--- src/rtl/vga_pixel_out.sv ---
// VGA timing generator and pixel output stage. It drives the pixel counters to the object mux,
// then registers its RGBIn colour together with sync flags delayed to match the mux latency.
module vga_pixel_out #(
  parameter int unsigned H_VISIBLE   = 640,
  parameter int unsigned H_FRONT     = 16,
  parameter int unsigned H_SYNC      = 96,
  parameter int unsigned H_BACK      = 48,
  parameter int unsigned V_VISIBLE   = 480,
  parameter int unsigned V_FRONT     = 10,
  parameter int unsigned V_SYNC      = 2,
  parameter int unsigned V_BACK      = 33,
  parameter int unsigned MUX_LATENCY = 1
) (
  input  logic        clk,
  input  logic        resetN,
  input  logic [7:0]  RGBIn,
  output logic [10:0] pixelX,
  output logic [10:0] pixelY,
  output logic        startOfFrame,
  output logic [3:0]  red,
  output logic [3:0]  green,
  output logic [3:0]  blue,
  output logic        hSync,
  output logic        vSync
);

  localparam int unsigned HTotal     = H_VISIBLE + H_FRONT + H_SYNC + H_BACK;
  localparam int unsigned VTotal     = V_VISIBLE + V_FRONT + V_SYNC + V_BACK;
  localparam int unsigned HSyncStart = H_VISIBLE + H_FRONT;
  localparam int unsigned HSyncEnd   = HSyncStart + H_SYNC - 1;
  localparam int unsigned VSyncStart = V_VISIBLE + V_FRONT;
  localparam int unsigned VSyncEnd   = VSyncStart + V_SYNC - 1;

  logic [10:0] h_q, h_d, v_q, v_d;

  always_comb begin
    h_d = h_q + 11'd1;
    v_d = v_q;
    if (h_q == 11'(HTotal - 1)) begin
      h_d = '0;
      v_d = (v_q == 11'(VTotal - 1)) ? '0 : v_q + 11'd1;
    end
  end

  always_ff @(posedge clk or negedge resetN) begin
    if (!resetN) begin
      h_q <= '0;
      v_q <= '0;
    end else begin
      h_q <= h_d;
      v_q <= v_d;
    end
  end

  assign pixelX = h_q;
  assign pixelY = v_q;
  // Counters already sit at (0,0) during reset; gate so the pulse only appears once running.
  assign startOfFrame = resetN && (h_q == '0) && (v_q == '0);

  logic vis_raw, hs_raw, vs_raw;
  logic vis_al, hs_al, vs_al;

  assign vis_raw = (h_q < 11'(H_VISIBLE)) && (v_q < 11'(V_VISIBLE));
  assign hs_raw  = !((h_q >= 11'(HSyncStart)) && (h_q <= 11'(HSyncEnd)));
  assign vs_raw  = !((v_q >= 11'(VSyncStart)) && (v_q <= 11'(VSyncEnd)));

  generate
    if (MUX_LATENCY == 0) begin : g_no_dly
      assign vis_al = vis_raw;
      assign hs_al  = hs_raw;
      assign vs_al  = vs_raw;
    end else begin : g_dly
      logic [MUX_LATENCY-1:0] dvis_q, dvis_d, dhs_q, dhs_d, dvs_q, dvs_d;

      always_comb begin
        dvis_d    = dvis_q;
        dhs_d     = dhs_q;
        dvs_d     = dvs_q;
        dvis_d[0] = vis_raw;
        dhs_d[0]  = hs_raw;
        dvs_d[0]  = vs_raw;
        for (int unsigned i = 1; i < MUX_LATENCY; i++) begin
          dvis_d[i] = dvis_q[i-1];
          dhs_d[i]  = dhs_q[i-1];
          dvs_d[i]  = dvs_q[i-1];
        end
      end

      always_ff @(posedge clk or negedge resetN) begin
        if (!resetN) begin
          dvis_q <= '0;
          dhs_q  <= '1;
          dvs_q  <= '1;
        end else begin
          dvis_q <= dvis_d;
          dhs_q  <= dhs_d;
          dvs_q  <= dvs_d;
        end
      end

      assign vis_al = dvis_q[MUX_LATENCY-1];
      assign hs_al  = dhs_q[MUX_LATENCY-1];
      assign vs_al  = dvs_q[MUX_LATENCY-1];
    end
  endgenerate

  logic [3:0] red_q, red_d, green_q, green_d, blue_q, blue_d;
  logic       hsync_q, hsync_d, vsync_q, vsync_d;

  always_comb begin
    red_d   = '0;
    green_d = '0;
    blue_d  = '0;
    hsync_d = hs_al;
    vsync_d = vs_al;
    if (vis_al) begin
      // Replicate MSBs so full-scale input maps to full-scale DAC code.
      red_d   = {RGBIn[7:5], RGBIn[7]};
      green_d = {RGBIn[4:2], RGBIn[4]};
      blue_d  = {RGBIn[1:0], RGBIn[1:0]};
    end
  end

  always_ff @(posedge clk or negedge resetN) begin
    if (!resetN) begin
      red_q   <= '0;
      green_q <= '0;
      blue_q  <= '0;
      hsync_q <= 1'b1;
      vsync_q <= 1'b1;
    end else begin
      red_q   <= red_d;
      green_q <= green_d;
      blue_q  <= blue_d;
      hsync_q <= hsync_d;
      vsync_q <= vsync_d;
    end
  end

  assign red   = red_q;
  assign green = green_q;
  assign blue  = blue_q;
  assign hSync = hsync_q;
  assign vSync = vsync_q;

endmodule

--- config.mk ---
export PLATFORM = sky130hd
export DESIGN_NAME = vga_pixel_out
export DESIGN_NICKNAME = d
export VERILOG_FILES = /design/src/rtl/vga_pixel_out.sv
export SDC_FILE = /design/constraint.sdc
export NUM_CORES = 1
export LEC_CHECK = 0
export CAP_MARGIN = 15
export CORE_MARGIN = 2
export CORE_UTILIZATION = 52
export CTS_BUF_LIST = sky130_fd_sc_hd__clkbuf_8
export DETAILED_ROUTE_END_ITERATION = 10
export GPL_ROUTABILITY_DRIVEN = 0
export GPL_TIMING_DRIVEN = 1
export PLACE_DENSITY_LB_ADDON = 0.25
export RECOVER_POWER = 100
export REMOVE_ABC_BUFFERS = 1
export SYNTH_ARGS = -nofsm -noshare
export SYNTH_HDL_FRONTEND = slang
export SYNTH_SLANG_ARGS = --single-unit
--- constraint.sdc ---
create_clock -name clk -period 6.31 [get_ports clk]
set_clock_uncertainty 0.1 [all_clocks]
set_input_delay 1.262 -clock clk [delete_from_list [all_inputs] [get_ports clk]]
set_output_delay 1.262 -clock clk [all_outputs]
set_load 0.05 [all_outputs]
Yosys cells after proc, flatten, opt, wreduce, memory -nomap -nowiden
Index checks and enable logic that the tools add are counted. Widths: inputs -> output; s select.

Bits in registers: 39. Latch bits: 0. Bits in writable memories: 0. ROM bits: 0. Output and inout port bits: 37. Logic and storage cells: 34. Memories kept: 0.

$add $sub $neg: 2. Multipliers: 0. Divide/modulo/power cells: 0. $lt $le $gt $ge: 6. Equal/unequal tests: 2. Shift-type cells: 0. Muxes and demuxes: 5. Bitwise operators: 0. Reduce and logical (&&, ||, !) cells: 9.

Operators with widths (number): $add 11x1->11 const B (2); $eq 11x10->1 const B (2); $logic_not 11->1 (2); $mux 11 (2); $mux 4 (3); $ge 11x10->1 const B (1); $ge 11x9->1 const B (1); $le 11x10->1 const B (1); $le 11x9->1 const B (1); $lt 11x10->1 const B (1); $lt 11x9->1 const B (1); $logic_and 1x1->1 (5); $logic_not 1->1 (2).

Depth between registers and ports, before layout
Gate-level depths: netlist of run 1.

Depth after elaboration: 3. Depth in mapped cells: 6.

Worst setup path after synthesis of run 1
No wires, ideal clock.

Path kind: input-to-output. Start: in resetN. End: out startOfFrame. Data arrival time: 2715 ps. Required time: 4948 ps. Setup slack: 2233 ps. Cell stages on the path: 3. Cell sequence: nor4bb_1 -> nand4_1 -> nor3_1.

Word-level cells in the longest chain between the ends: 2.

Ends and longest elaborated chain: start: declaration (line 15) `input logic resetN,`; $logic_and 1x1->1 (2 in series) (line 58) `assign startOfFrame = resetN && (h_q == '0) && (v_q == '0);`; end: declaration (line 19) `output logic startOfFrame,`.

No other way between the ends.

Worst setup path in the final report of run 1
Same ends and word-level chain as after synthesis.

==> reports/metrics.yaml, run 1 <==
detailed_routing:
  drt-wirelength-per-cell_um: 14.7
  drc: 0
  vias_per_cell: 5.62
  wl_um: 3360
  first_iter_violations: 13
  dr.pass1.iters: 4
  vias: 1286
  postRouteAntennaNets: 0
synthesis:
  syn_inst: 150
  ys_ff_latch: 35
  ys_top_cells_by_area: "dfrtp_1 (49%), dfstp_2 (6.6%), xnor2_1 (4.4%)"
  synth_cell_types: 31
  synth_area_um2: 1590
  yosysWarningCount: 0
  synth_top_area_share_pct: 48.7
  syn-mean-instance-area_um2: 10.6
  ys_seq_area_share_pct: 55.3
  yosysTopAreaCell: "dfrtp_1"
clock_tree:
  postCtsHoldBufs: 0
  numCtsBuffers: 5
  root_buffer: "clkbuf_8"
  numClockSinks: 35
  ctsHtreeMaxLevel: 2
  clock_latency_ps: 280
  tritoncts: "yes"
  post_cts_buffers: 0
  cts_resized: 0
  cts.clk_slew.worst_paths_ps: 70
  clock_path_buffers: 2
worst_setup_path:
  cp_slowest_stage_delay_ps: 910
  reg2regPathDepth: 4
  required_ps: 4950
  critPathArrivalTime_ps: 3410
  end_kind: "output pin"
  path_class: "in -> out"
  worst_path_most_repeated_cell: "dlygate4sd3_1"
  cp_max_fo: 2
  crit_family: "buffers and inverters"
  reg2reg_slack_ps: 3900
  timing.rr.end: "pixelY[4]"
  worst-path-buf-inv: 2
  cp_slowest_cell: "dlygate4sd3_1"
  r2r-start: "pixelX[5]"
  worstPathCellList: "dlygate4sd3_1 > nor4bb_1 > nand4_1 > nor3_1 > dlygate4sd3_1"
  startpoint_type: "input port"
placed_design:
  pre_cts_ws_ps: 1670
  dpl.hpwl_um: 2470
  io_buffer_count: 46
global_route:
  grt_max_degree: 36
  gr-total-overflow: 0
  grt_usage_pct: 21.4
  grt_pass1_vias: 1205
  grt_pass1_wl_um: 5420
  antenna_found_initial: 0
status:
  status: "finished, violations left"
  violations: "max-capacitance violations, max-slew violations"
power_and_ir_drop:
  p_leak_uw: 0.000946
  peakVddDrop_mv: 0.141
  powerDensity_nw_per_um2: 197
timing:
  relSlewSlack_pct: -18.6
  slew_viol_final: 36
  tightest_slew_ps: 1780
  fmax_mhz: 210
  hold_viol: 0
  setup_tns_ps: 0
  fin_crit_sh_pct: 75.6
  setup_slack_ps: 1540
  finalCriticalPeriod_ps: 4770
  rsz0062_at_grt: "no"
  setup_viol_count_final: 0
worst_hold_path:
  min_path_cells: 0
  worstHoldEndpoint: "vSync"
  hold_start: "g_dly.dvs_q"
  min_path_type: "reg -> reg"
cells_and_area:
  antenna_cells: 0
  final_nets: 210
  synthToLayoutAreaGrowth_pct: 33.8
  drive_gt1_share_pct: 6.63
run:
  cap_viol_max_count: 1
floorplanning:
  die_area_um2: 3520
  fp-row-count: 20
  num_io_pins: 47
  initial_core_util_pct: 53.4
  die_x_um: 59.3
  die_h_um: 59.3
  core-area_um2: 2980
## Yosys cell counts
library cell and count:
and4_1 1, xnor2_1 8, or4_1 2, and4b_1 1, clkbuf_1 1, nor3b_1 1
inv_1 9, nor2_1 11, buf_4 4, nor4bb_1 1, a221o_2 1, dfrtp_1 31
ha_1 4, dfstp_2 4, and2_2 1, a31oi_1 2, nand2_1 5, or3_1 4
nor4_1 5, clkdlybuf4s50_2 1, nand3_1 10, and3_1 1, buf_2 2, nor3_1 5
a21oi_1 3, nor2b_1 2, and2_1 8, nand4_1 8, o21ai_0 7, o31ai_1 2
xor2_1 5
## final cells by class
class / instances / area, um^2
repair buffers: 47 / 464
well taps: 33 / 41.3
clock inverters: 1 / 5.00
multi-input cells: 98 / 622
inverters: 9 / 33.8
clock buffers: 6 / 82.6
flip-flops and latches: 35 / 881
fillers: 231 / 848
## routing by layer
layer,wire length (um),up-vias,GRT usage (%)
met2,1580,51,33.3
li1,-,617,-
met5,0,-,0
met1,1400,602,25.5
met4,139,0,14.0
met3,239,16,6.77
## where the power goes
group	switching, uW	total, uW	internal (uW)
combinational	21.2	31.9	10.7
clock	74.4	160	85.5
sequential	0.750	228	227
total	96.4	420	323
## kinds of logic (layout without fill, tap and decap cells)
| family | after synthesis | in the layout | share of synthesized area (%) |
|---|---|---|---|
| AND/OR/NAND/NOR | 66 | 66 | 23.2 |
| buffers and inverters | 17 | 63 | 5.58 |
| XOR/XNOR | 13 | 13 | 7.15 |
| adder cells (fa/ha/maj) | 4 | 4 | 3.14 |
| flip-flops | 35 | 35 | 55.3 |
| AO/OA/AOI/OAI | 15 | 15 | 5.58 |
## sequential cells by signal, summed over array words and instances, names as in the netlist
name	cells
green	3
g_dly.dvs_q	1
red	3
g_dly.dhs_q	1
blue	2
vSync	1
g_dly.dvis_q	1
pixelX	11
hSync	1
pixelY	11
## layout by cell type, fill, tap and decap left out, types with 2 or more instances in the layout
master / n
nand3_1: 10
and2_1: 3
and2_0: 5
xor2_1: 5
a21oi_1: 3
clkbuf_8: 6
xnor2_1: 8
or4_1: 2
nand2_1: 5
o21ai_0: 7
nor3_1: 5
nor2b_1: 2
nor4_1: 5
o31ai_1: 2
dlygate4sd3_1: 41
dfstp_2: 4
clkdlybuf4s50_1: 5
a31oi_1: 2
nor2_1: 11
nand4_1: 8
inv_1: 9
dfrtp_1: 31
ha_1: 4
or3_1: 4
## through the flow
stage | total power (uW) | util (%) | cell area (um^2) | instances | hold slack (ps)
final | 420 | 71.5 | 2130 | 229 | 256
after global routing | 436 | 71.5 | 2130 | 229 | 260
after CTS | 427 | 71.6 | 2130 | 229 | 256
after detailed placement | 267 | 68.7 | 2050 | 222 | 247
after global placement | 266 | 68.7 | 2050 | 222 | 246
after floorplan | 248 | - | 1540 | 142 | 245
## worst max-delay path by stage
stage | start | endpoint | slack (ps) | depth (start not counted)
after floorplan | resetN | startOfFrame | 2230 | 3
after global placement | resetN | startOfFrame | 1790 | 5
after detailed placement | resetN | startOfFrame | 1670 | 5
after CTS | resetN | startOfFrame | 1660 | 5
after global routing | resetN | startOfFrame | 1500 | 5
final | resetN | startOfFrame | 1540 | 5
Note: power is estimated with default switching activity, not from simulation.
==> run 2, diff against run 1 <==
--- a/config.mk
+++ b/config.mk
@@ -7,7 +7,7 @@
 export LEC_CHECK = 0
 export CAP_MARGIN = 15
 export CORE_MARGIN = 2
-export CORE_UTILIZATION = 52
+export CORE_UTILIZATION = 48
 export CTS_BUF_LIST = sky130_fd_sc_hd__clkbuf_8
 export DETAILED_ROUTE_END_ITERATION = 10
 export GPL_ROUTABILITY_DRIVEN = 0
==> constraint.sdc (replaced) <==
create_clock -name clk -period 4.6 [get_ports clk]
set_clock_uncertainty 0.1 [all_clocks]
set_input_delay 0.92 -clock clk [delete_from_list [all_inputs] [get_ports clk]]
set_output_delay 0.92 -clock clk [all_outputs]
set_load 0.05 [all_outputs]
==> run 2 against run 1 <==
Power is 36% higher. The run still ends with max-capacitance violations, max-slew violations left. Sequential share of layout area is 0.15 points lower. First-iteration DRC count is 77% higher. Highest routed layer is now met3. Critical endpoint unchanged. Global-route usage down 1.9 points.
==> reports/metrics.yaml, run 2 (synthesis results as in run 1) <==
status:
  status: "finished, violations left"
  violations: "max-capacitance violations, max-slew violations"
power_and_ir_drop:
  clockPowerShare_pct: 37.8
  intPower_uw: 443
  powerDensity_nw_per_um2: 268
  total_power_uw: 572
  combPwrFrac_pct: 7.6
  sw_frac_of_total_pct: 22.5
  p_leak_uw: 0.000940
  peakVddDrop_mv: 0.174
  p_seq_share_pct: 54.6
  power_switching_uw: 129
global_route:
  antenna_found_initial: 0
  grt_max_degree: 36
  grt_usage_pct: 19.6
  gr-total-overflow: 0
  grt_pass1_vias: 1237
  grt_pass1_wl_um: 5420
cells_and_area:
  synthToLayoutAreaGrowth_pct: 34.3
  antenna_cells: 0
  final_nets: 210
  fin_cells: 240
  drive_gt1_share_pct: 6.63
  final_cell_mix: "dlygate4sd3_1 (40), dfrtp_1 (31), nor2_1 (11)"
  n_fill_cell: 276
  final_common_cell: "dlygate4sd3_1"
floorplanning:
  fp-row-count: 20
  die_area_um2: 3790
  num_io_pins: 47
  initial_core_util_pct: 51.3
  die_x_um: 61.6
  core-area_um2: 3100
  die_h_um: 61.6
clock_tree:
  tritoncts: "yes"
  numCtsBuffers: 5
  numClockSinks: 35
  ctsHtreeMaxLevel: 2
  cts.clk_slew.worst_paths_ps: 60
  postCtsHoldBufs: 0
  cts_resized: 0
  post_cts_buffers: 0
  root_buffer: "clkbuf_8"
  clock_path_buffers: 2
  clock_latency_ps: 280
worst_setup_path:
  reg2reg_slack_ps: 2110
  cp_slowest_cell: "dlygate4sd3_1"
  required_ps: 3580
  end_kind: "output pin"
  path_class: "in -> out"
  worstPathCellList: "dlygate4sd3_1 > nor4bb_1 > nand4_1 > nor3_1 > clkbuf_1"
  setup.worst_path.start: "resetN"
  reg2regPathDepth: 4
  critPathArrivalTime_ps: 2580
  startpoint_type: "input port"
  timing.rr.end: "pixelY[4]"
  r2r-start: "pixelX[5]"
  cp_slowest_stage_delay_ps: 580
  cp_max_fo: 2
timing:
  fin_crit_sh_pct: 78.2
  setup_tns_ps: 0
  setup_viol_count_final: 0
  fmax_mhz: 278
  slew_viol_final: 36
  hold_viol: 0
  finalCriticalPeriod_ps: 3600
  tightest_slew_ps: 1800
  rsz0062_at_grt: "no"
  relSlewSlack_pct: -20.0
placed_design:
  dpl.hpwl_um: 2430
  io_buffer_count: 46
  dp.cells: 233
detailed_routing:
  drt-wirelength-per-cell_um: 13.8
  vias_per_cell: 5.28
  dr.pass1.iters: 4
  vias: 1268
  postRouteAntennaNets: 0
  drc: 0
  wl_um: 3300
  first_iter_violations: 23
worst_hold_path:
  worstHoldEndpoint: "hSync"
  hold_start: "g_dly.dhs_q"
  min_path_type: "reg -> reg"
  min_path_cells: 0
run:
  cap_viol_max_count: 1
==> run 2: cell count changes in the layout (fill, tap and decap cells not counted), sizes merged <==
| cell | previous run | this run |
|---|---|---|
| dlygate4sd3 | 41 | 40 |
| clkbuf | 7 | 8 |
==> run 2: cell type report <==
cell class	count	area [um^2]	area share, %
Clock buffer	6	82.6	3.86
Multi-Input combinational cell	98	622	29.1
Clock inverter	1	5.00	0.234
Timing Repair Buffer	47	458	21.4
Tap cell	44	55.1	2.58
Inverter	9	33.8	1.58
Sequential cell	35	881	41.2
==> run 2: critical path: cells and delay by family <==
family / cells / cell delay, ps
simple gates: 3 / 590
buf+inv: 2 / 1070
==> run 2: worst max-delay path by stage <==
stage | to | slack [ps]
6_report | startOfFrame | 1000
5_1_grt | startOfFrame | 910
4_1_cts | startOfFrame | 1230
3_5_place_dp | startOfFrame | 1230
3_3_place_gp | startOfFrame | 1250
2_1_floorplan | startOfFrame | 1180
==> run 2: power groups by stage <==
stage	logic (uW)	clock network [uW]	registers, uW
after global placement	47.3	0	318
after CTS	47.7	224	313
final	43.7	216	312
after detailed placement	47.5	0	318
after floorplan	2.50	0	338
after global routing	46.6	236	313
==> run 2: layer usage <==
metal | vias to the layer above | wire length (um) | global-route usage [%]
met5 | - | 0 | 0
met4 | 0 | 0 | 4.86
met3 | 0 | 232 | 6.72
met2 | 45 | 1650 | 33.7
met1 | 612 | 1420 | 23.5
li1 | 611 | - | -
==> run 2: through the flow <==
step / area [um^2] / hold slack [ps] / worst slack [ps] / utilization [%]
after floorplan: 1540 / 245 / 1180 / -
after global placement: 2070 / 246 / 1250 / 66.7
after detailed placement: 2070 / 247 / 1230 / 66.7
after CTS: 2160 / 256 / 1230 / 69.5
after global routing: 2140 / 259 / 909 / 68.9
final: 2140 / 255 / 1000 / 68.9
